$ cat src/rtl/seq_pattern_gen.sv
`default_nettype none
// ============================================================================
// Module   : seq_pattern_gen
// Purpose  : Serial pattern generator. Sends the low `len` bits of a captured
//            pattern MSB-first, repeats it `reps` times with GAP_CYCLES idle
//            cycles between repetitions, and raises a golden expect_y flag
//            whenever the emitted bit is the third or later consecutive 1.
// Ports    : clk      - clock, rising edge
//            rst_n    - asynchronous active-low reset
//            start    - begin a transmission (sampled only when idle)
//            pattern  - bits to send, bit len-1 goes out first
//            len      - bits per repetition (1..WIDTH accepted)
//            reps     - repetition count, 0 behaves as 1
//            abort    - cancel an active transmission
//            x        - serial bit stream
//            x_valid  - x carries a pattern bit
//            busy     - transmission in progress (SEND/GAP)
//            done     - one-cycle pulse after the final bit
//            expect_y - x is the third or later consecutive emitted 1
// Revision : 1.0 - initial release
// ============================================================================
module seq_pattern_gen #(
  parameter int WIDTH      = 8,
  parameter int GAP_CYCLES = 2
) (
  input  logic             clk,
  input  logic             rst_n,
  input  logic             start,
  input  logic [WIDTH-1:0] pattern,
  input  logic [4:0]       len,
  input  logic [3:0]       reps,
  input  logic             abort,
  output logic             x,
  output logic             x_valid,
  output logic             busy,
  output logic             done,
  output logic             expect_y
);

  localparam int         c_IW       = $clog2(WIDTH);
  localparam logic [4:0] c_WIDTH    = 5'(WIDTH);
  localparam logic [3:0] c_GAP_LAST = (GAP_CYCLES > 0) ? 4'(GAP_CYCLES - 1) : 4'd0;

  typedef enum logic [1:0] {
    S_IDLE = 2'd0,
    S_SEND = 2'd1,
    S_GAP  = 2'd2,
    S_DONE = 2'd3
  } state_t;

  state_t           r_state;
  logic [WIDTH-1:0] r_pat;
  logic [c_IW-1:0]  r_len_m1;     // captured len-1: index of first bit
  logic [c_IW-1:0]  r_idx;        // index of the bit currently on x
  logic [3:0]       r_reps_left;  // repetitions still to start after this one
  logic [3:0]       r_gap_cnt;
  logic [1:0]       r_run;        // consecutive 1s up to and including current x
  logic             r_x;
  logic             r_x_valid;
  logic             r_busy;
  logic             r_done;
  logic             r_expect_y;

  logic             w_len_ok;
  logic [c_IW-1:0]  w_len_m1;
  logic [c_IW-1:0]  w_idx_dec;
  logic             w_bit_new;    // first bit taken straight from the port
  logic             w_bit_first;  // first bit of a repetition from the captured copy
  logic             w_bit_cont;   // bit that follows the current one without a bubble
  logic [1:0]       w_run_inc;

  always_comb begin
    w_len_ok    = (len != 5'd0) && (len <= c_WIDTH);
    w_len_m1    = c_IW'(len - 5'd1);
    w_idx_dec   = r_idx - c_IW'(1);
    w_bit_new   = pattern[w_len_m1];
    w_bit_first = r_pat[r_len_m1];
    // With no gap a new repetition wraps straight back to the first bit.
    w_bit_cont  = (r_idx != '0) ? r_pat[w_idx_dec] : w_bit_first;
    w_run_inc   = (r_run == 2'd3) ? 2'd3 : r_run + 2'd1;
  end

  always_ff @(posedge clk or negedge rst_n) begin
    if (!rst_n) begin
      r_state     <= S_IDLE;
      r_pat       <= '0;
      r_len_m1    <= '0;
      r_idx       <= '0;
      r_reps_left <= '0;
      r_gap_cnt   <= '0;
      r_run       <= '0;
      r_x         <= 1'b0;
      r_x_valid   <= 1'b0;
      r_busy      <= 1'b0;
      r_done      <= 1'b0;
      r_expect_y  <= 1'b0;
    end else begin
      // Any cycle that does not emit a bit shows zeros and breaks the run.
      r_x        <= 1'b0;
      r_x_valid  <= 1'b0;
      r_expect_y <= 1'b0;
      r_done     <= 1'b0;
      r_run      <= 2'd0;
      unique case (r_state)
        S_IDLE: begin
          r_busy <= 1'b0;
          if (!abort && start && w_len_ok) begin
            r_state     <= S_SEND;
            r_busy      <= 1'b1;
            r_pat       <= pattern;
            r_len_m1    <= w_len_m1;
            r_idx       <= w_len_m1;
            r_reps_left <= (reps == 4'd0) ? 4'd0 : reps - 4'd1;
            r_x         <= w_bit_new;
            r_x_valid   <= 1'b1;
            r_run       <= {1'b0, w_bit_new};
          end
        end
        S_SEND: begin
          if (abort) begin
            r_state <= S_IDLE;
            r_busy  <= 1'b0;
          end else if (r_idx != '0 || (r_reps_left != 4'd0 && GAP_CYCLES == 0)) begin
            if (r_idx == '0) begin
              r_reps_left <= r_reps_left - 4'd1;
              r_idx       <= r_len_m1;
            end else begin
              r_idx <= w_idx_dec;
            end
            // Contiguous bit: the run carries over from the current bit.
            r_x        <= w_bit_cont;
            r_x_valid  <= 1'b1;
            r_expect_y <= w_bit_cont & r_run[1];
            r_run      <= w_bit_cont ? w_run_inc : 2'd0;
          end else if (r_reps_left != 4'd0) begin
            r_reps_left <= r_reps_left - 4'd1;
            r_gap_cnt   <= c_GAP_LAST;
            r_state     <= S_GAP;
          end else begin
            r_state <= S_DONE;
            r_busy  <= 1'b0;
            r_done  <= 1'b1;
          end
        end
        S_GAP: begin
          if (abort) begin
            r_state <= S_IDLE;
            r_busy  <= 1'b0;
          end else if (r_gap_cnt != 4'd0) begin
            r_gap_cnt <= r_gap_cnt - 4'd1;
          end else begin
            // The gap cleared the run, so this first bit starts from zero.
            r_state   <= S_SEND;
            r_idx     <= r_len_m1;
            r_x       <= w_bit_first;
            r_x_valid <= 1'b1;
            r_run     <= {1'b0, w_bit_first};
          end
        end
        S_DONE: begin
          r_state <= S_IDLE;
          r_busy  <= 1'b0;
        end
        default: begin
          r_state <= S_IDLE;
          r_busy  <= 1'b0;
        end
      endcase
    end
  end

  assign x        = r_x;
  assign x_valid  = r_x_valid;
  assign busy     = r_busy;
  assign done     = r_done;
  assign expect_y = r_expect_y;

endmodule
`default_nettype wire
$ cat config.mk
export PLATFORM = sky130hd
export DESIGN_NAME = seq_pattern_gen
export DESIGN_NICKNAME = d
export VERILOG_FILES = /design/src/rtl/seq_pattern_gen.sv
export SDC_FILE = /design/constraint.sdc
export NUM_CORES = 1
export LEC_CHECK = 0
export CAP_MARGIN = 20
export CELL_PAD_IN_SITES_DETAIL_PLACEMENT = 0
export CELL_PAD_IN_SITES_GLOBAL_PLACEMENT = 2
export CORE_UTILIZATION = 40
export CTS_BUF_LIST = sky130_fd_sc_hd__clkbuf_4 sky130_fd_sc_hd__clkbuf_8
export DETAILED_ROUTE_END_ITERATION = 7
export PLACE_DENSITY = 0.94
export SETUP_SLACK_MARGIN = 0.5
export SLEW_MARGIN = 40
export SYNTH_ARGS = -nofsm -noshare
export SYNTH_HDL_FRONTEND = slang
export SYNTH_SLANG_ARGS = --single-unit
export TNS_END_PERCENT = 10
$ cat constraint.sdc
create_clock -name clk -period 5.7 [get_ports clk]
set_input_delay 0.57 -clock clk [delete_from_list [all_inputs] [get_ports clk]]
set_output_delay 0.57 -clock clk [all_outputs]
set_load 0.005 [all_outputs]
==> flow_summary.toml, run 1 <==
[power_and_ir_drop]
powerDensity_nw_per_um2 = 469
power.leakage_nw = 1.06
ir_worst_vdd_v = 0.000210
finalPower_mw = 1.16

[floorplanning]
start_util_pct = 42.5
ios = 26
dieHeight_um = 73.7
dieArea_sq_um = 5440
row_count = 25
core_area_sq_um = 4850
dieWidth_um = 73.7

[worst_setup_path]
cp-start-kind = "input pin"
cp_num_buf_inv = 2
crit_path_end_kind = "flip-flop"
slowest_stage = "clkdlybuf4s50_1"
path_cells = "clkdlybuf4s50_1 > inv_1 > ha_1 > nor2b_2 > xnor2_4 > nand4_2 > nor4b_1 > a221oi_1"
required_ns = 5.84
critPathKind = "in -> reg"
crit_family = "simple AND/OR/NAND/NOR gates"
worst-path-stages = 8
cpPeakStageDelay_ns = 0.56
reg2regPathDepth = 6
worst-endpoint-arrival_ns = 2.81
path_max_fanout = 17

[place]
routabilityCongestion = 0.744
io_buffer_count = 25
hpwl_um = 3070

[yosys]
avgSynthCellArea_sq_um = 10.3
synth_cell_types = 50
yosys_warnings = 0
syn_area_sq_um = 2060
syn_nets = 234
ys_ff_latch = 31
syn-instance-count = 199
synth-edff-count = 0
async_flop_share_pct = 100
ys_seq_area_share_pct = 37.7
synth_top_flop_cell = "dfrtp_1"

[sta]
worst_slew_pin_slew_ns = 0.601
finalCritPeriodShare_pct = 46.9
rsz0062_at_grt = "false"
max_freq_mhz = 374
slew_headroom_pct = 59.9
timing.final.crit_period_ns = 2.67
hold_violations = 0
skew_ns = 0.00537
drv_slew = 0
setup_viol = 0
fin_setup_tns_ns = 0

[routing]
wl_per_cell_um = 13.9
firstDrtPassIters = 4
avgViaCountPerCell = 5.29
drtAntennaViolNets = 0
first_iter_violations = 65
vias = 1561
drt_wl_total_um = 4090
drcViolationCount = 0

[hold_path]
holdPathStages = 1
hp-class = "reg -> reg"

[clocking]
cts_resized = 0
cts_buffers = 5
cts_root_buf = "clkbuf_8"
clk_latency_ns = 0.28
cts.sinks = 31
cts_setup_buffers = 0
ctsHoldBuffers = 0
cts_tree = "built"
clkTransAtPathRegs_ns = 0.07
clk_path_buf_depth = 2
cts_max_level = 2

[layout]
final_cell_mix = "31 x dfrtp_1, 25 x clkdlybuf4s50_1, 17 x inv_1, 14 x nor2_1, 14 x ha_1"
final_nets = 262
n_fill_cell = 446
antenna_cells = 0
mostFrequentLayoutCell = "dfrtp_1"
area_growth_pct = 20.6
drive_gt1_share_pct = 11.8

[global_routing]
overflow = 0
antenna_found_initial = 0
gr-usage-all-layers_pct = 17.6
grt_pass1_vias = 1501
grt_pass1_wl_um = 7200
grt_max_degree = 32

[flow_run]
max-cap-violations = 0

[run_status]
outcome = "completed"
==> worst reg2reg max path: stages (launching register included) <==
cell,delay (ns)
dfrtp_1,0.44
inv_1,0.15
ha_1,0.56
inv_1,0.26
a2bb2oi_1,0.36
or2_1,0.24
mux2_1,0.33
==> flip-flops by register name, summed over array words and instances, names as in the netlist <==
name / count
r_pat: 8
r_gap_cnt: 4
r_reps_left: 4
r_idx: 3
r_len_m1: 3
r_run: 2
r_state: 2
busy: 1
done: 1
expect_y: 1
x: 1
x_valid: 1
==> synthesized netlist by cell type, types with 2 or more instances <==
library cell / count / area share (%)
o31a_1: 2 / 0.85
mux2_1: 8 / 4.4
o21ai_1: 2 / 0.49
o31ai_1: 6 / 2.2
inv_1: 17 / 3.1
a21oi_1: 6 / 1.5
ha_1: 14 / 8.5
clkbuf_1: 3 / 0.55
nor3_1: 9 / 2.2
xor2_1: 3 / 1.3
buf_2: 2 / 0.49
nand2b_1: 3 / 0.91
nor4b_1: 2 / 0.85
o211ai_1: 2 / 0.73
dfrtp_1: 31 / 38
mux2i_1: 3 / 1.5
mux4_2: 5 / 5.5
a211oi_1: 2 / 0.73
nand3_1: 5 / 1.2
a22oi_1: 2 / 0.73
a31oi_1: 3 / 0.91
nand2_1: 13 / 2.4
o21ai_0: 9 / 2.2
nor2_1: 14 / 2.6
nor2b_1: 4 / 1.2
mux2_2: 5 / 2.7
==> final cells by class <==
class                      instances  area, sq um  share of cell area [%]
clock buffer                       8          104                    4.18
inverter                          17         63.8                    2.57
multi-input combinational        146         1200                    48.2
sequential                        31          776                    31.3
tap                               67         83.8                    3.38
timing repair buffer              26          258                    10.4
==> path summary, 6_finish.rpt <==
kind / startpoint / to / slack [ns]
min: r_idx[1] / r_idx[1] / 0.49
max: len[0] / r_reps_left[2] / 3.03
min in group asynchronous: rst_n / r_pat[2] / 0.68
min reg2reg: r_idx[1] / r_idx[1] / 0.49
max reg2reg: r_state[1] / r_reps_left[1] / 3.23
max in group asynchronous: rst_n / r_gap_cnt[3] / 4.72
==> kinds of logic after synthesis <==
group | share of synthesized area (%)
muxes | 15.3
buffers and inverters | 4.13
DFF | 37.7
and+or+nand+nor | 16.3
xor gates and xnor gates | 2.61
adders and majority gates | 8.51
AOI/OAI and AO/OA | 15.4
==> through the flow <==
step,setup WS (ns),hold slack [ns],instances,util (%),area [sq um]
CTS,2.99,0.490,295,51.2,2480
floorplan,3.53,0.274,199,-,2060
finish,3.03,0.487,295,51.2,2480
global route,2.80,0.514,295,51.2,2480
detailed placement,2.68,0.475,287,49.1,2380
global placement,2.75,0.475,287,49.1,2380
==> per-layer routing <==
layer	up-vias	global-route usage, %	wire, um
li1	777	-	-
met1	747	26.8	2180
met2	35	24.9	1740
met3	2	3.29	132
met4	0	5.77	27
met5	-	0	0
==> power breakdown <==
part / leakage, nW / internal (mW) / total (mW) / switching (mW)
Sequential: 0.393 / 0.310 / 0.398 / 0.0872
Clock: 0.0549 / 0.115 / 0.195 / 0.0803
Combinational: 0.609 / 0.283 / 0.570 / 0.287
Total: 1.06 / 0.709 / 1.16 / 0.454
Note: power is estimated with default switching activity, not from simulation.
==> run 2: changes to the inputs <==
--- a/config.mk
+++ b/config.mk
@@ -8,10 +8,10 @@
 export CAP_MARGIN = 20
 export CELL_PAD_IN_SITES_DETAIL_PLACEMENT = 0
 export CELL_PAD_IN_SITES_GLOBAL_PLACEMENT = 2
-export CORE_UTILIZATION = 40
+export CORE_UTILIZATION = 37
 export CTS_BUF_LIST = sky130_fd_sc_hd__clkbuf_4 sky130_fd_sc_hd__clkbuf_8
 export DETAILED_ROUTE_END_ITERATION = 7
-export PLACE_DENSITY = 0.94
+export PLACE_DENSITY = 0.88
 export SETUP_SLACK_MARGIN = 0.5
 export SLEW_MARGIN = 40
 export SYNTH_ARGS = -nofsm -noshare
==> constraint.sdc (replaced) <==
create_clock -name clk -period 2.7 [get_ports clk]
set_input_delay 0.27 -clock clk [delete_from_list [all_inputs] [get_ports clk]]
set_output_delay 0.27 -clock clk [all_outputs]
set_load 0.005 [all_outputs]
==> flow_summary.toml, run 2 (synthesized netlist as in run 1, its figures left out) <==
[layout]
reg_top3 = "r_pat: 8 flops, r_gap_cnt: 4 flops, r_reps_left: 4 flops"
drive_gt1_share_pct = 16.2
top_register = "r_pat"
n_fill_cell = 508
largest_reg_flops = 8
final_nets = 269
antenna_cells = 0
area_growth_pct = 25.3
final_cell_mix = "29 x dfrtp_1, 25 x clkdlybuf4s50_1, 17 x inv_1, 14 x nor2_1"
mostFrequentLayoutCell = "dfrtp_1"

[global_routing]
antenna_found_initial = 0
overflow = 0
grt_max_degree = 32
grt_pass1_wl_um = 7810
gr-usage-all-layers_pct = 16.6
grt_pass1_vias = 1584

[clocking]
cts_root_buf = "clkbuf_8"
cts_buffers = 5
cts_tree = "built"
ctsHoldBuffers = 0
cts.sinks = 31
clk_path_buf_depth = 2
cts_setup_buffers = 0
clkTransAtPathRegs_ns = 0.07
clk_latency_ns = 0.28
cts_max_level = 2

[place]
hpwl_um = 3260
io_buffer_count = 25
routabilityCongestion = 0.783

[worst_setup_path]
crit_path_end_kind = "flip-flop"
cp-start-kind = "input pin"
worst-endpoint-arrival_ns = 2.27
path_max_fanout = 9
r2r_slack_ns = 0.61
critPathKind = "in -> reg"
reg2reg_to = "r_idx[1]"
required_ns = 2.86
r2r-start = "r_state[1]"
reg2regPathDepth = 7

[routing]
avgViaCountPerCell = 5.21
drcViolationCount = 0
wl_met2_um = 1830
wl_met1_um = 2190
highest_layer = "met4"
drt_wl_total_um = 4220
drtAntennaViolNets = 0
wl_met3_um = 146
firstDrtPassIters = 5
first_iter_violations = 72
vias = 1590
wl_per_cell_um = 13.8

[power_and_ir_drop]
power.leakage_nw = 1.10
ir_worst_vdd_v = 0.000346
finalPower_mw = 2.66
powerDensity_nw_per_um2 = 1030

[run_status]
outcome = "completed"

[sta]
slew_headroom_pct = 72.3
drv_slew = 0
skew_ns = 0.0121
rsz0062_at_grt = "true"
fin_setup_tns_ns = 0
worst_slew_pin_slew_ns = 0.416
setup_viol = 0
max_freq_mhz = 473
hold_violations = 0
timing.final.crit_period_ns = 2.11
finalCritPeriodShare_pct = 78.2

[floorplanning]
start_util_pct = 39.3
dieArea_sq_um = 5870
core_area_sq_um = 5240
row_count = 26
dieWidth_um = 76.6
ios = 26
dieHeight_um = 76.6

[hold_path]
hp-class = "in -> async"

[flow_run]
max-cap-violations = 0
==> run 2: area by class of cell <==
cell class | instances | area, sq um | share of cell area (%)
multi-input combinational | 146 | 1200 | 46.6
sequential | 31 | 778 | 30.2
timing repair buffer | 33 | 310 | 12.0
tap | 70 | 87.6 | 3.40
clock buffer | 6 | 76.3 | 2.96
inverter | 17 | 63.8 | 2.47
clock inverter | 2 | 60.1 | 2.33
==> run 2: what timing repair did <==
action,CTS,global route
pin swaps,1,1
endpoints found under the setup margin,3,3
resized for setup,0,5
==> run 2: worst max path at each step <==
stage / from / endpoint / slack, ns / cells past startpoint
after floorplan: r_state[1] / r_idx[0] / 0.78 / 7
after global placement: len[0] / r_idx[2] / 0.21 / 8
after detailed placement: len[0] / r_idx[1] / 0.18 / 8
after CTS: r_state[1] / r_idx[0] / 0.53 / 7
after global routing: r_state[1] / r_idx[1] / 0.50 / 7
final: len[0] / r_reps_left[1] / 0.59 / 8
==> run 2: where the power goes <==
group | switching (mW) | internal [mW]
sequential | 0.187 | 0.657
combinational | 0.616 | 0.639
clock | 0.177 | 0.379
==> run 2: layer usage <==
metal	vias to the layer above	global-route usage (%)
li1	797	-
met5	-	0
met3	4	3.47
met4	0	4.62
met1	751	24.4
met2	38	24.5
==> run 2: worst max-delay path: stages <==
cell,delay (ns)
clkdlybuf4s50_1,0.49
inv_1,0.08
ha_1,0.19
nor2b_2,0.18
xnor2_4,0.15
a31oi_4,0.34
or2_1,0.25
mux2_1,0.34
==> run 2: through the flow <==
stage | cell area, sq um | setup slack, ns | cells | hold WS (ns) | utilization [%]
after CTS | 2570 | 0.535 | 305 | 0.393 | 49.1
final | 2580 | 0.588 | 305 | 0.379 | 49.2
after global placement | 2430 | 0.214 | 297 | 0.474 | 46.5
after global routing | 2580 | 0.499 | 305 | 0.433 | 49.2
after detailed placement | 2430 | 0.183 | 297 | 0.475 | 46.5
after floorplan | 2060 | 0.782 | 199 | -0.0256 | -
==> run 3: changes to the inputs <==
==> constraint.sdc (replaced) <==
create_clock -name clk -period 2 [get_ports clk]
set_input_delay 0.2 -clock clk [delete_from_list [all_inputs] [get_ports clk]]
set_output_delay 0.2 -clock clk [all_outputs]
set_load 0.005 [all_outputs]
==> flow_summary.toml, run 3 (synthesized netlist as in run 1, its figures left out) <==
[global_routing]
gr-usage-all-layers_pct = 17.4
grt_pass1_vias = 1644
overflow = 0
grt_max_degree = 32
grt_pass1_wl_um = 8030
antenna_found_initial = 0

[floorplanning]
dieArea_sq_um = 5870
core_area_sq_um = 5240
dieWidth_um = 76.6
dieHeight_um = 76.6
ios = 26
start_util_pct = 39.3
row_count = 26

[clocking]
cts.sinks = 31
cts_tree = "built"
cts_max_level = 2
cts_buffers = 5
ctsHoldBuffers = 0
clk_path_buf_depth = 2
clkTransAtPathRegs_ns = 0.08
clk_latency_ns = 0.29
cts_root_buf = "clkbuf_8"

[sta]
worst_slew_pin_slew_ns = 0.422
timing.final.crit_period_ns = 1.97
setup_viol = 0
fin_setup_tns_ns = 0
hold_violations = 0
hold_ws_ns = 0.301
skew_ns = 0.00603
drv_slew = 0
finalCritPeriodShare_pct = 98.6
rsz0062_at_grt = "true"
max_freq_mhz = 507
slew_headroom_pct = 71.9

[routing]
drt_wl_total_um = 4920
firstDrtPassIters = 4
drcViolationCount = 0
avgViaCountPerCell = 5.04
wl_per_cell_um = 14.9
first_iter_violations = 68
vias = 1668
drtAntennaViolNets = 0

[power_and_ir_drop]
powerDensity_nw_per_um2 = 1420
finalPower_mw = 4.35
p_seq_share_pct = 26.7
p_int_mw = 2.60
p_clk_share_pct = 11.8
power.leakage_nw = 1.34
switching_share_pct = 40.3
switching_power_mw = 1.75
combPwrFrac_pct = 61.4
ir_worst_vdd_v = 0.000608

[worst_setup_path]
critPathKind = "reg -> reg"
path_max_fanout = 3
crit_path_end_kind = "flip-flop"
cp-start-kind = "flip-flop"
path_cells = "inv_2 > ha_4 > or3b_4 > a2111oi_4 > buf_4 > mux2_4"
cp_num_buf_inv = 2
required_ns = 2.17
cpPeakStageDelay_ns = 0.40
slowest_stage = "dfrtp_1"
worst-endpoint-arrival_ns = 2.15
crit_family = "flip-flops"

[layout]
antenna_cells = 0
fin_area_sq_um = 3060
top_register = "r_pat"
final_cell_mix = "30 x dfrtp_1, 28 x buf_4, 21 x clkdlybuf4s50_1, 13 x nor2_1, 13 x mux2_4"
mostFrequentLayoutCell = "dfrtp_1"
area_growth_pct = 48.8
drive_gt1_share_pct = 41.8
final_nets = 295
layoutNonFillerInstCount = 331
largest_reg_flops = 8
reg_top3 = "r_pat: 8 flops, r_gap_cnt: 4 flops, r_reps_left: 4 flops"

[flow_run]
max-cap-violations = 0

[hold_path]
hp-class = "in -> async"

[place]
post_dp_cell_area_sq_um = 2590
routabilityCongestion = 0.788
io_buffer_count = 25
post-place-cells = 316
hpwl_um = 3460

[run_status]
outcome = "completed"
## run 3: cell types whose count changed in the layout (fill, tap and decap cells not counted), sizes merged, moves of 2 or more
cell	previous run	this run
clkdlybuf4s50	25	21
clkinvlp	0	2
bufinv	2	0
dlymetal6s2s	0	3
buf	8	34
## run 3: metal layers
| metal | vias up | GRT usage [%] | wire, um |
|---|---|---|---|
| met5 | - | 0 | 0 |
| met4 | 0 | 4.62 | 52 |
| met3 | 7 | 3.71 | 127 |
| met2 | 26 | 27.5 | 2310 |
| met1 | 793 | 23.9 | 2430 |
| li1 | 842 | - | - |
## run 3: final cells by class
type / count / area (sq um)
fillers: 455 / 2170
multi-input cells: 146 / 1500
flip-flops and latches: 31 / 777
repair buffers: 59 / 544
well taps: 70 / 87.6
clock buffers: 5 / 68.8
inverters: 17 / 63.8
clock inverters: 3 / 20.0
## run 3: final timing paths
check	start	to	slack, ns	cells past startpoint
min in group clk	len[0]	r_len_m1[0]	0.36	3
max in group asynchronous	rst_n	r_reps_left[0]	1.37	2
min reg2reg	busy	busy	0.53	2
max	r_gap_cnt[0]	r_idx[1]	0.03	6
max reg2reg	r_gap_cnt[0]	r_idx[1]	0.03	6
min	rst_n	r_pat[2]	0.30	2
## run 3: what timing repair did
| item | CTS | global route |
|---|---|---|
| resized for setup | 10 | 72 |
| setup buffers | 5 | 2 |
| endpoints found under the setup margin | 30 | 30 |
| pin swaps | 4 | 18 |
## run 3: power by group through the flow
| stage | clock network [mW] | logic, mW | registers [mW] |
|---|---|---|---|
| floorplan | 0 | 1.28 | 1.07 |
| global placement | 0 | 1.86 | 1.11 |
| detailed placement | 0 | 1.88 | 1.12 |
| CTS | 0.524 | 2.02 | 1.12 |
| global route | 0.551 | 2.93 | 1.20 |
| finish | 0.514 | 2.67 | 1.16 |
## run 3: per-stage QoR
step	util [%]	worst slack, ns
3_5_place_dp	49.5	-0.365
2_1_floorplan	-	0.106
3_3_place_gp	49.5	-0.300
4_1_cts	52.4	0.0522
6_report	58.5	0.0281
5_1_grt	58.5	-0.0549
